[src/rtl/seq_divider_if.sv]
// ----------------------------------------------------------------------------
// seq_divider_if
//   Start/busy/done handshake and data bundle for the sequential divider.
//   master : pipeline side (drives the request, observes status and results)
//   slave  : divider side (observes the request, drives status and results)
// Signals
//   start_i      request a division (sampled only while idle)
//   signed_i     1 = two's-complement DIV, 0 = unsigned DIVU
//   dividend_i   dividend, captured on the accepted start edge
//   divisor_i    divisor, captured on the accepted start edge
//   busy_o       operation in flight
//   done_o       single-cycle pulse, results valid in that cycle
//   quotient_o   quotient (LO), held until replaced
//   remainder_o  remainder (HI), held until replaced
//   div_zero_o   divisor was zero for the last completed operation
// ----------------------------------------------------------------------------
interface seq_divider_if #(
  parameter int WIDTH = 32
);
  logic             start_i;
  logic             signed_i;
  logic [WIDTH-1:0] dividend_i;
  logic [WIDTH-1:0] divisor_i;
  logic             busy_o;
  logic             done_o;
  logic [WIDTH-1:0] quotient_o;
  logic [WIDTH-1:0] remainder_o;
  logic             div_zero_o;

  modport master (
    output start_i, signed_i, dividend_i, divisor_i,
    input  busy_o, done_o, quotient_o, remainder_o, div_zero_o
  );

  modport slave (
    input  start_i, signed_i, dividend_i, divisor_i,
    output busy_o, done_o, quotient_o, remainder_o, div_zero_o
  );
endinterface

[src/rtl/seq_divider.sv]
// ----------------------------------------------------------------------------
// seq_divider
//   Iterative restoring divider for MIPS DIV/DIVU, one quotient bit per cycle.
//   Remainder feeds HI, quotient feeds LO. Signed operations divide the
//   magnitudes and fix up signs at the end (quotient negative when operand
//   signs differ, remainder takes the dividend's sign).
// Ports
//   clk_i  clock, rising edge
//   rst_i  asynchronous active-high reset, aborts any operation
//   bus    seq_divider_if.slave (request, status and results)
// Configuration
//   SEQ_DIV_EARLY_OUT_EN  when defined, |dividend| < |divisor| skips the
//                         iteration phase (q = 0, r = dividend).
// ----------------------------------------------------------------------------
module seq_divider #(
  parameter int WIDTH = 32
) (
  input  logic         clk_i,
  input  logic         rst_i,
  seq_divider_if.slave bus
);

  localparam int CW = $clog2(WIDTH + 1);

  typedef enum logic [1:0] {IDLE, CALC, FIX} state_t;

  state_t           state_q, state_d;
  logic [CW-1:0]    count_q;
  logic [WIDTH-1:0] rem_q, quo_q, dvs_q, dvd_raw_q;
  logic             q_neg_q, r_neg_q, dz_pending_q;
  logic             busy_q, done_q, div_zero_q;
  logic [WIDTH-1:0] quotient_q, remainder_q;

  logic             dvd_neg, dvs_neg, accept, early_out, divisor_zero;
  logic [WIDTH-1:0] dvd_mag, dvs_mag;
  logic [WIDTH:0]   shifted, trial;

  assign dvd_neg      = bus.signed_i & bus.dividend_i[WIDTH-1];
  assign dvs_neg      = bus.signed_i & bus.divisor_i[WIDTH-1];
  assign dvd_mag      = dvd_neg ? -bus.dividend_i : bus.dividend_i;
  assign dvs_mag      = dvs_neg ? -bus.divisor_i  : bus.divisor_i;
  assign divisor_zero = (bus.divisor_i == '0);

  // The done cycle is the tail of the operation, so a start seen there is
  // dropped; the earliest new request is the cycle after done.
  assign accept = (state_q == IDLE) && bus.start_i && !done_q;

`ifdef SEQ_DIV_EARLY_OUT_EN
  assign early_out = (dvd_mag < dvs_mag);
`else
  assign early_out = 1'b0;
`endif

  // Partial remainder shifted left with the next dividend bit pulled in,
  // one extra bit wide so the trial subtraction's borrow shows up as the MSB.
  assign shifted = {rem_q, quo_q[WIDTH-1]};
  assign trial   = shifted - {1'b0, dvs_q};

  // State register.
  always_ff @(posedge clk_i or posedge rst_i) begin
    if (rst_i) state_q <= IDLE;
    else       state_q <= state_d;
  end

  // Next-state logic. Zero divisor and early-out both bypass CALC and go
  // directly to the sign/result stage.
  always_comb begin
    state_d = state_q;
    case (state_q)
      IDLE: if (accept) state_d = (divisor_zero || early_out) ? FIX : CALC;
      CALC: if (count_q == CW'(1)) state_d = FIX;
      FIX:  state_d = IDLE;
      default: state_d = IDLE;
    endcase
  end

  // Datapath and registered outputs. Early-out reuses the normal sign fix:
  // quotient 0 stays 0, and the dividend magnitude with the dividend's sign
  // reproduces the original dividend as the remainder.
  always_ff @(posedge clk_i or posedge rst_i) begin
    if (rst_i) begin
      count_q      <= '0;
      rem_q        <= '0;
      quo_q        <= '0;
      dvs_q        <= '0;
      dvd_raw_q    <= '0;
      q_neg_q      <= 1'b0;
      r_neg_q      <= 1'b0;
      dz_pending_q <= 1'b0;
      busy_q       <= 1'b0;
      done_q       <= 1'b0;
      div_zero_q   <= 1'b0;
      quotient_q   <= '0;
      remainder_q  <= '0;
    end else begin
      done_q <= 1'b0;
      case (state_q)
        IDLE: begin
          if (accept) begin
            dvd_raw_q    <= bus.dividend_i;
            dvs_q        <= dvs_mag;
            rem_q        <= early_out ? dvd_mag : '0;
            quo_q        <= early_out ? '0 : dvd_mag;
            count_q      <= CW'(WIDTH);
            q_neg_q      <= dvd_neg ^ dvs_neg;
            r_neg_q      <= dvd_neg;
            dz_pending_q <= divisor_zero;
            busy_q       <= 1'b1;
            div_zero_q   <= 1'b0;
          end
        end
        CALC: begin
          if (!trial[WIDTH]) begin
            rem_q <= trial[WIDTH-1:0];
            quo_q <= {quo_q[WIDTH-2:0], 1'b1};
          end else begin
            rem_q <= shifted[WIDTH-1:0];
            quo_q <= {quo_q[WIDTH-2:0], 1'b0};
          end
          count_q <= count_q - CW'(1);
        end
        FIX: begin
          busy_q <= 1'b0;
          done_q <= 1'b1;
          if (dz_pending_q) begin
            quotient_q  <= '1;
            remainder_q <= dvd_raw_q;
            div_zero_q  <= 1'b1;
          end else begin
            quotient_q  <= q_neg_q ? -quo_q : quo_q;
            remainder_q <= r_neg_q ? -rem_q : rem_q;
          end
        end
        default: ;
      endcase
    end
  end

  assign bus.busy_o      = busy_q;
  assign bus.done_o      = done_q;
  assign bus.quotient_o  = quotient_q;
  assign bus.remainder_o = remainder_q;
  assign bus.div_zero_o  = div_zero_q;

endmodule
[src/flat_wrapper.sv]
// flat-port wrapper written by rule: the top's interface ports become plain ports
module seq_divider_flat 
#(
  parameter int WIDTH = 32
)
  (clk_i, rst_i, bus_start_i, bus_signed_i, bus_dividend_i, bus_divisor_i, bus_busy_o, bus_done_o, bus_quotient_o, bus_remainder_o, bus_div_zero_o);
  seq_divider_if #(.WIDTH(WIDTH)) bus_i ();
  input  logic clk_i;
  input  logic rst_i;
  input wire logic [$bits(bus_i.start_i)-1:0] bus_start_i;
  input wire logic [$bits(bus_i.signed_i)-1:0] bus_signed_i;
  input wire logic [$bits(bus_i.dividend_i)-1:0] bus_dividend_i;
  input wire logic [$bits(bus_i.divisor_i)-1:0] bus_divisor_i;
  output wire logic [$bits(bus_i.busy_o)-1:0] bus_busy_o;
  output wire logic [$bits(bus_i.done_o)-1:0] bus_done_o;
  output wire logic [$bits(bus_i.quotient_o)-1:0] bus_quotient_o;
  output wire logic [$bits(bus_i.remainder_o)-1:0] bus_remainder_o;
  output wire logic [$bits(bus_i.div_zero_o)-1:0] bus_div_zero_o;
  assign bus_i.start_i = bus_start_i;
  assign bus_i.signed_i = bus_signed_i;
  assign bus_i.dividend_i = bus_dividend_i;
  assign bus_i.divisor_i = bus_divisor_i;
  assign bus_busy_o = bus_i.busy_o;
  assign bus_done_o = bus_i.done_o;
  assign bus_quotient_o = bus_i.quotient_o;
  assign bus_remainder_o = bus_i.remainder_o;
  assign bus_div_zero_o = bus_i.div_zero_o;
  seq_divider #(.WIDTH(WIDTH)) u_core (.clk_i(clk_i), .rst_i(rst_i), .bus(bus_i));
endmodule
[config.mk]
export PLATFORM = sky130hd
export DESIGN_NAME = seq_divider_flat
export DESIGN_NICKNAME = d
export VERILOG_FILES = /design/src/rtl/seq_divider_if.sv /design/src/rtl/seq_divider.sv /design/src/flat_wrapper.sv
export SDC_FILE = /design/constraint.sdc
export NUM_CORES = 1
export LEC_CHECK = 0
export CAP_MARGIN = 20
export CELL_PAD_IN_SITES_DETAIL_PLACEMENT = 1
export CELL_PAD_IN_SITES_GLOBAL_PLACEMENT = 1
export CORE_ASPECT_RATIO = 0.5
export CORE_MARGIN = 3
export CORE_UTILIZATION = 24
export DETAILED_ROUTE_END_ITERATION = 16
export PLACE_DENSITY = 0.61
export SLEW_MARGIN = 0
export SYNTH_ARGS = -nofsm -noshare
export SYNTH_HDL_FRONTEND = slang
export SYNTH_SLANG_ARGS = --single-unit
[constraint.sdc]
create_clock -name clk_i -period 10.1 [get_ports clk_i]
set_input_delay 3.03 -clock clk_i [delete_from_list [all_inputs] [get_ports clk_i]]
set_output_delay 3.03 -clock clk_i [all_outputs]
set_load 0.005 [all_outputs]
==> results.toml, run 1 <==
[setup_path]
required_ps = 10600
crit_slowest_cell = "nor4_1"
critPathMaxStageDelay_ps = 550
start_kind = "input port"
critPathMaxFanout = 6
cp_top_family = "simple AND/OR/NAND/NOR gates"
setup.worst_path.end_class = "flop"
path_buf_inv = 1
crit_path_cell_trace = "clkdlybuf4s50_1 > nor4_1 > nand2_1 > nand3b_1 > nor2_1 > nand3_1 > or4_1 > a21oi_1 > a221o_1"
critPathArrivalTime_ps = 5980
path_class = "input port to flop"

[cts]
cts_buffers = 25
clk_latency_ps = 560
clock-root-buffer = "clkbuf_16"
postCtsSetupRepairBufs = 0
cts_max_level = 1
clk_pin_slew_ps = 60
cts_resized = 0
ctsHoldBuffers = 0
clockBufferDepth = 3
cts_tree = "yes"
clkSinkCount = 206

[finish]
area_delta_synth_final_pct = 22.6
layout-drive-gt1-share_pct = 4.64
seqCellArea_sq_um = 5160
multi_input_area_sq_um = 6900
utilization_pct = 30.2
fill_cells = 5979
num-nets-final = 1682

[synth]
synth_seq_area_share_pct = 41.1
synth_most_common_cell = "nand2_1"
synth_seq_cells = 206
async_reset_ff_share_pct = 100
synth_fp_nets = 1593
ys_warn_count = 0
synthTopCellsByArea = "dfrtp_1 (41%), nand2_1 (7.4%), o21ai_0 (6.8%)"
synth_ff_type = "dfrtp_1"
syn_inst = 1486
netlist_area_sq_um = 12500
ys_top_cells_by_count = "nand2_1 (249), dfrtp_1 (206), o21ai_0 (171)"
syn_area_per_cell_sq_um = 8.44
ys_types = 63
synth-edff-count = 0
yosysTopAreaCell = "dfrtp_1"
netlist.area_leader.share_pct = 41.1

[timing]
fin_crit_ps = 5480
rsz0062_at_grt = "no"
fin_crit_sh_pct = 54.3
skew_ps = 31.7
worstMarginPinSlew_ps = 1050
fin_tns_setup_ps = 0
setup_viol_count_final = 0
fmax_ghz = 0.182
final_hold_viol_count = 0
slew-limit-headroom_pct = 30.2
drv_slew = 0

[placed_design]
place_hpwl_mm = 30.4
gp_congestion = 0.818
io_buffers = 134

[drt]
vias = 10900
drc_errors = 0
wirelength_mm = 40.9
drtIter0Drc = 623
ant_nets = 0
dr.pass1.iters = 4
wl_per_cell_um = 17.9
avgViaCountPerCell = 4.76

[grt]
antenna_found_initial = 6
grt_max_degree = 91
grt_pass1_vias = 11100
track_usage_pct = 14.6
grt_overflow = 0
grt_pass1_wl_mm = 64.7

[floorplanning]
io_pins = 135
num_rows = 58
die_y_um = 168
start_util_pct = 24.6
coreArea_sq_um = 50900
fp.dieW_um = 329
die-area_sq_um = 55200

[pwr]
peakVddDrop_mv = 0.131
p_leak_nw = 6.45
powerDensity_nw_per_um2 = 354

[run]
cap_violations = 0

[run_status]
outcome = "finished clean"

[min_path]
min_path_type = "flop to flop"
## routing by layer
layer | track usage, % | up-vias | wire length (um)
li1 | - | 5402 | -
met1 | 20.2 | 5322 | 19800
met3 | 2.33 | 47 | 1190
met5 | 0 | - | 34
met4 | 2.77 | 6 | 755
met2 | 24.2 | 109 | 19100
## worst min-delay path, stage by stage (launching register included)
cell     delay [ps]
dfrtp_1         330
nand2_1          50
o21ai_0          60
## layout make-up
class,instances,share of cell area (%)
antenna,1,0.0163
timing repair buffer,146,9.35
sequential,206,33.5
inverter,56,1.42
tap,690,5.61
multi-input combinational,1140,44.8
clock inverter,7,0.512
clock buffer,39,4.73
## metrics by stage
step	total power (W)	area (sq um)	setup WS, ps	instances	hold slack (ps)
finish	0.00545	15400	4620	2285	473
global route	0.00597	15400	4420	2285	504
CTS	0.00552	15400	4630	2283	475
detailed placement	0.00459	14600	4060	2237	460
global placement	0.00453	14600	4120	2237	455
floorplan	0.00358	12500	1450	1486	445
## report_power, final
part           leakage, nW  internal (W)  switching (W)
clock                0.398      0.000523       0.000375
sequential            2.58       0.00122       0.000459
combinational         3.47       0.00127        0.00160
## placed cells by master (no fill, tap or decap), types with 14 or more instances in the layout
cell type	netlist	final
nor4_1	15	15
xor2_1	85	85
a31oi_1	23	23
clkdlybuf4s50_1	0	134
inv_1	56	55
or4_1	16	16
xnor2_1	61	61
o41ai_1	17	17
dfrtp_1	206	205
o21ai_0	171	171
clkbuf_16	0	25
ha_1	38	38
nor3_1	18	18
a21o_1	14	14
and3_1	17	17
mux2i_1	23	23
a21oi_1	108	108
a22oi_1	28	28
o31ai_1	24	24
nand3_1	30	30
nand2_1	249	249
nor2_1	95	92
## kinds of logic after synthesis
family / share of synthesized area, %
xor gates and xnor gates: 10.2
muxes: 1.84
adders and majority gates: 3.95
and+or+nand+nor: 17.7
buffers and inverters: 4.21
DFF: 41.1
AOI/OAI and AO/OA: 21.0
## registers in the layout, summed over array words and instances, names as in the netlist
register and count:
u_core.dvd_raw_q 32, u_core.rem_q 32, u_core.bus.remainder_o 32, u_core.q_neg_q 1, u_core.bus.done_o 1, u_core.bus.quotient_o 32
u_core.r_neg_q 1, u_core.bus.busy_o 1, u_core.dz_pending_q 1, u_core.count_q 6, u_core.state_q 2, u_core.quo_q 32
u_core.dvs_q 32, u_core.bus.div_zero_o 1
## path summary, 6_finish.rpt
kind                                                   to         startpoint  slack (ps)  cells after the start
worst min register to register           u_core.dvs_q[18]   u_core.dvs_q[18]         470                      2
max in group asynchronous       u_core.bus.remainder_o[3]              rst_i        5790                      3
min in group asynchronous       u_core.bus.quotient_o[18]              rst_i        2970                      2
worst min-delay path                     u_core.dvs_q[18]   u_core.dvs_q[18]         470                      2
worst max-delay path                     u_core.quo_q[31]  bus_dividend_i[2]        4620                      9
worst max register to register           u_core.rem_q[16]   u_core.quo_q[31]        6300                     13
(Power assumes the default switching activity.)
==> run 2, diff against run 1 <==
Clock period 10.1 ns to 5.72 ns, I/O delays scaled along.
==> results.toml, run 2 (synthesis gave the netlist of run 1 again) <==
[placed_design]
io_buffers = 134
gp_congestion = 0.864
place_hpwl_mm = 30.4

[grt]
grt_overflow = 0
grt_max_degree = 93
antenna_found_initial = 4
track_usage_pct = 14.7
grt_pass1_vias = 11300
grt_pass1_wl_mm = 65.4

[min_path]
min_path_type = "flop to flop"
whs_path_depth = 2

[cts]
ctsHoldBuffers = 0
cts_tree = "yes"
postCtsSetupRepairBufs = 0
clk_latency_ps = 540
cts_resized = 0
clk_pin_slew_ps = 60
clockBufferDepth = 3
cts_max_level = 1
cts_buffers = 25
clock-root-buffer = "clkbuf_16"
clkSinkCount = 206

[setup_path]
critPathMaxFanout = 12
crit_end = "u_core.rem_q[21]"
critPathMaxStageDelay_ps = 600
timing.rr.start = "u_core.quo_q[31]"
rrSetupSlack_ps = 1510
reg2reg_depth = 13
required_ps = 6120
path_class = "flop to flop"
crit_slowest_cell = "nor2_2"
setup.worst_path.end_class = "flop"
start_kind = "flop"
crit_path_cell_trace = "inv_1 > ha_1 > fa_1 > nand2b_1 > a211oi_1 > o21ai_1 > a311oi_1 > nor3_1 > buf_4 > nor2_2 > buf_4 > mux2i_1 > o21ai_0"
cp_top_family = "compound AO/OA/AOI/OAI gates"
critPathLaunch = "u_core.quo_q[31]"
critPathArrivalTime_ps = 4610
r2r_end = "u_core.rem_q[21]"
path_depth = 13
path_buf_inv = 3
cpMostUsedCell = "buf_4"

[timing]
slew-limit-headroom_pct = 33.1
fmax_ghz = 0.238
worstMarginPinSlew_ps = 1000
setup_viol_count_final = 0
skew_ps = 10.1
fin_crit_sh_pct = 73.5
rsz0062_at_grt = "no"
fin_tns_setup_ps = 0
fin_crit_ps = 4210
drv_slew = 0
final_hold_viol_count = 0

[finish]
fill_cells = 6010
area_delta_synth_final_pct = 23.0
final_cell_mix = "nand2_1 (249), dfrtp_1 (205), o21ai_0 (171), clkdlybuf4s50_1 (134), a21oi_1 (108)"
layout_commonest_cell = "nand2_1"
layout-drive-gt1-share_pct = 4.96
multi_input_area_sq_um = 6900
seqCellArea_sq_um = 5160
num-nets-final = 1685

[floorplanning]
coreArea_sq_um = 50900
io_pins = 135
fp.dieW_um = 329
num_rows = 58
start_util_pct = 24.6
die-area_sq_um = 55200
die_y_um = 168

[run_status]
outcome = "finished clean"

[drt]
ant_nets = 0
wirelength_mm = 41.0
drc_errors = 0
dr.pass1.iters = 4
avgViaCountPerCell = 4.74
wl_per_cell_um = 17.9
drtIter0Drc = 527
vias = 10800

[pwr]
peakVddDrop_mv = 0.233
finalPower_w = 0.00967
p_leak_nw = 6.47
powerDensity_nw_per_um2 = 627

[run]
cap_violations = 0
-- run 2: per-layer routing --
layer | GRT usage (%) | wire length (um)
met1 | 20.1 | 19600
met2 | 24.6 | 19000
met3 | 2.30 | 1540
met4 | 2.80 | 782
met5 | 0 | 8
-- run 2: tightest hold or removal path: cells and delay by family, from the launching register on --
kind	cells	cell delay (ps)
flops	1	340
compound gates	1	60
simple gates	1	40
-- run 2: worst min-delay path by stage --
stage                          startpoint                         end  slack (ps)
6_report                 u_core.dvs_q[14]            u_core.dvs_q[14]         480
5_1_grt        u_core.bus.remainder_o[15]  u_core.bus.remainder_o[15]         510
4_1_cts        u_core.bus.remainder_o[30]  u_core.bus.remainder_o[30]         480
3_5_place_dp         u_core.dvd_raw_q[18]        u_core.dvd_raw_q[18]         460
3_3_place_gp         u_core.dvd_raw_q[22]        u_core.dvd_raw_q[22]         460
2_1_floorplan        u_core.dvd_raw_q[29]        u_core.dvd_raw_q[29]         450
-- run 2: final cells by class --
class / count / share of cell area [%]
repair buffers: 149 / 9.63
flip-flops and latches: 206 / 33.4
multi-input cells: 1140 / 44.7
inverters: 56 / 1.39
diodes: 3 / 0.0486
clock inverters: 6 / 0.397
well taps: 690 / 5.59
clock buffers: 37 / 4.86
-- run 2: report_power, final --
group | internal, W | switching, W | leakage, nW
Sequential | 0.00215 | 0.000802 | 2.58
Clock | 0.000946 | 0.000663 | 0.401
Combinational | 0.00227 | 0.00284 | 3.48
-- run 2: metrics by stage --
stage / instance area [sq um] / setup WS (ps) / hold slack, ps / utilization, % / cells
2_1_floorplan: 12500 / 1330 / 445 / - / 1486
3_3_place_gp: 14600 / 1030 / 461 / 28.7 / 2240
3_5_place_dp: 14600 / 995 / 465 / 28.7 / 2241
4_1_cts: 15400 / 1490 / 484 / 30.3 / 2284
5_1_grt: 15400 / 1160 / 509 / 30.3 / 2287
6_report: 15400 / 1510 / 475 / 30.3 / 2287
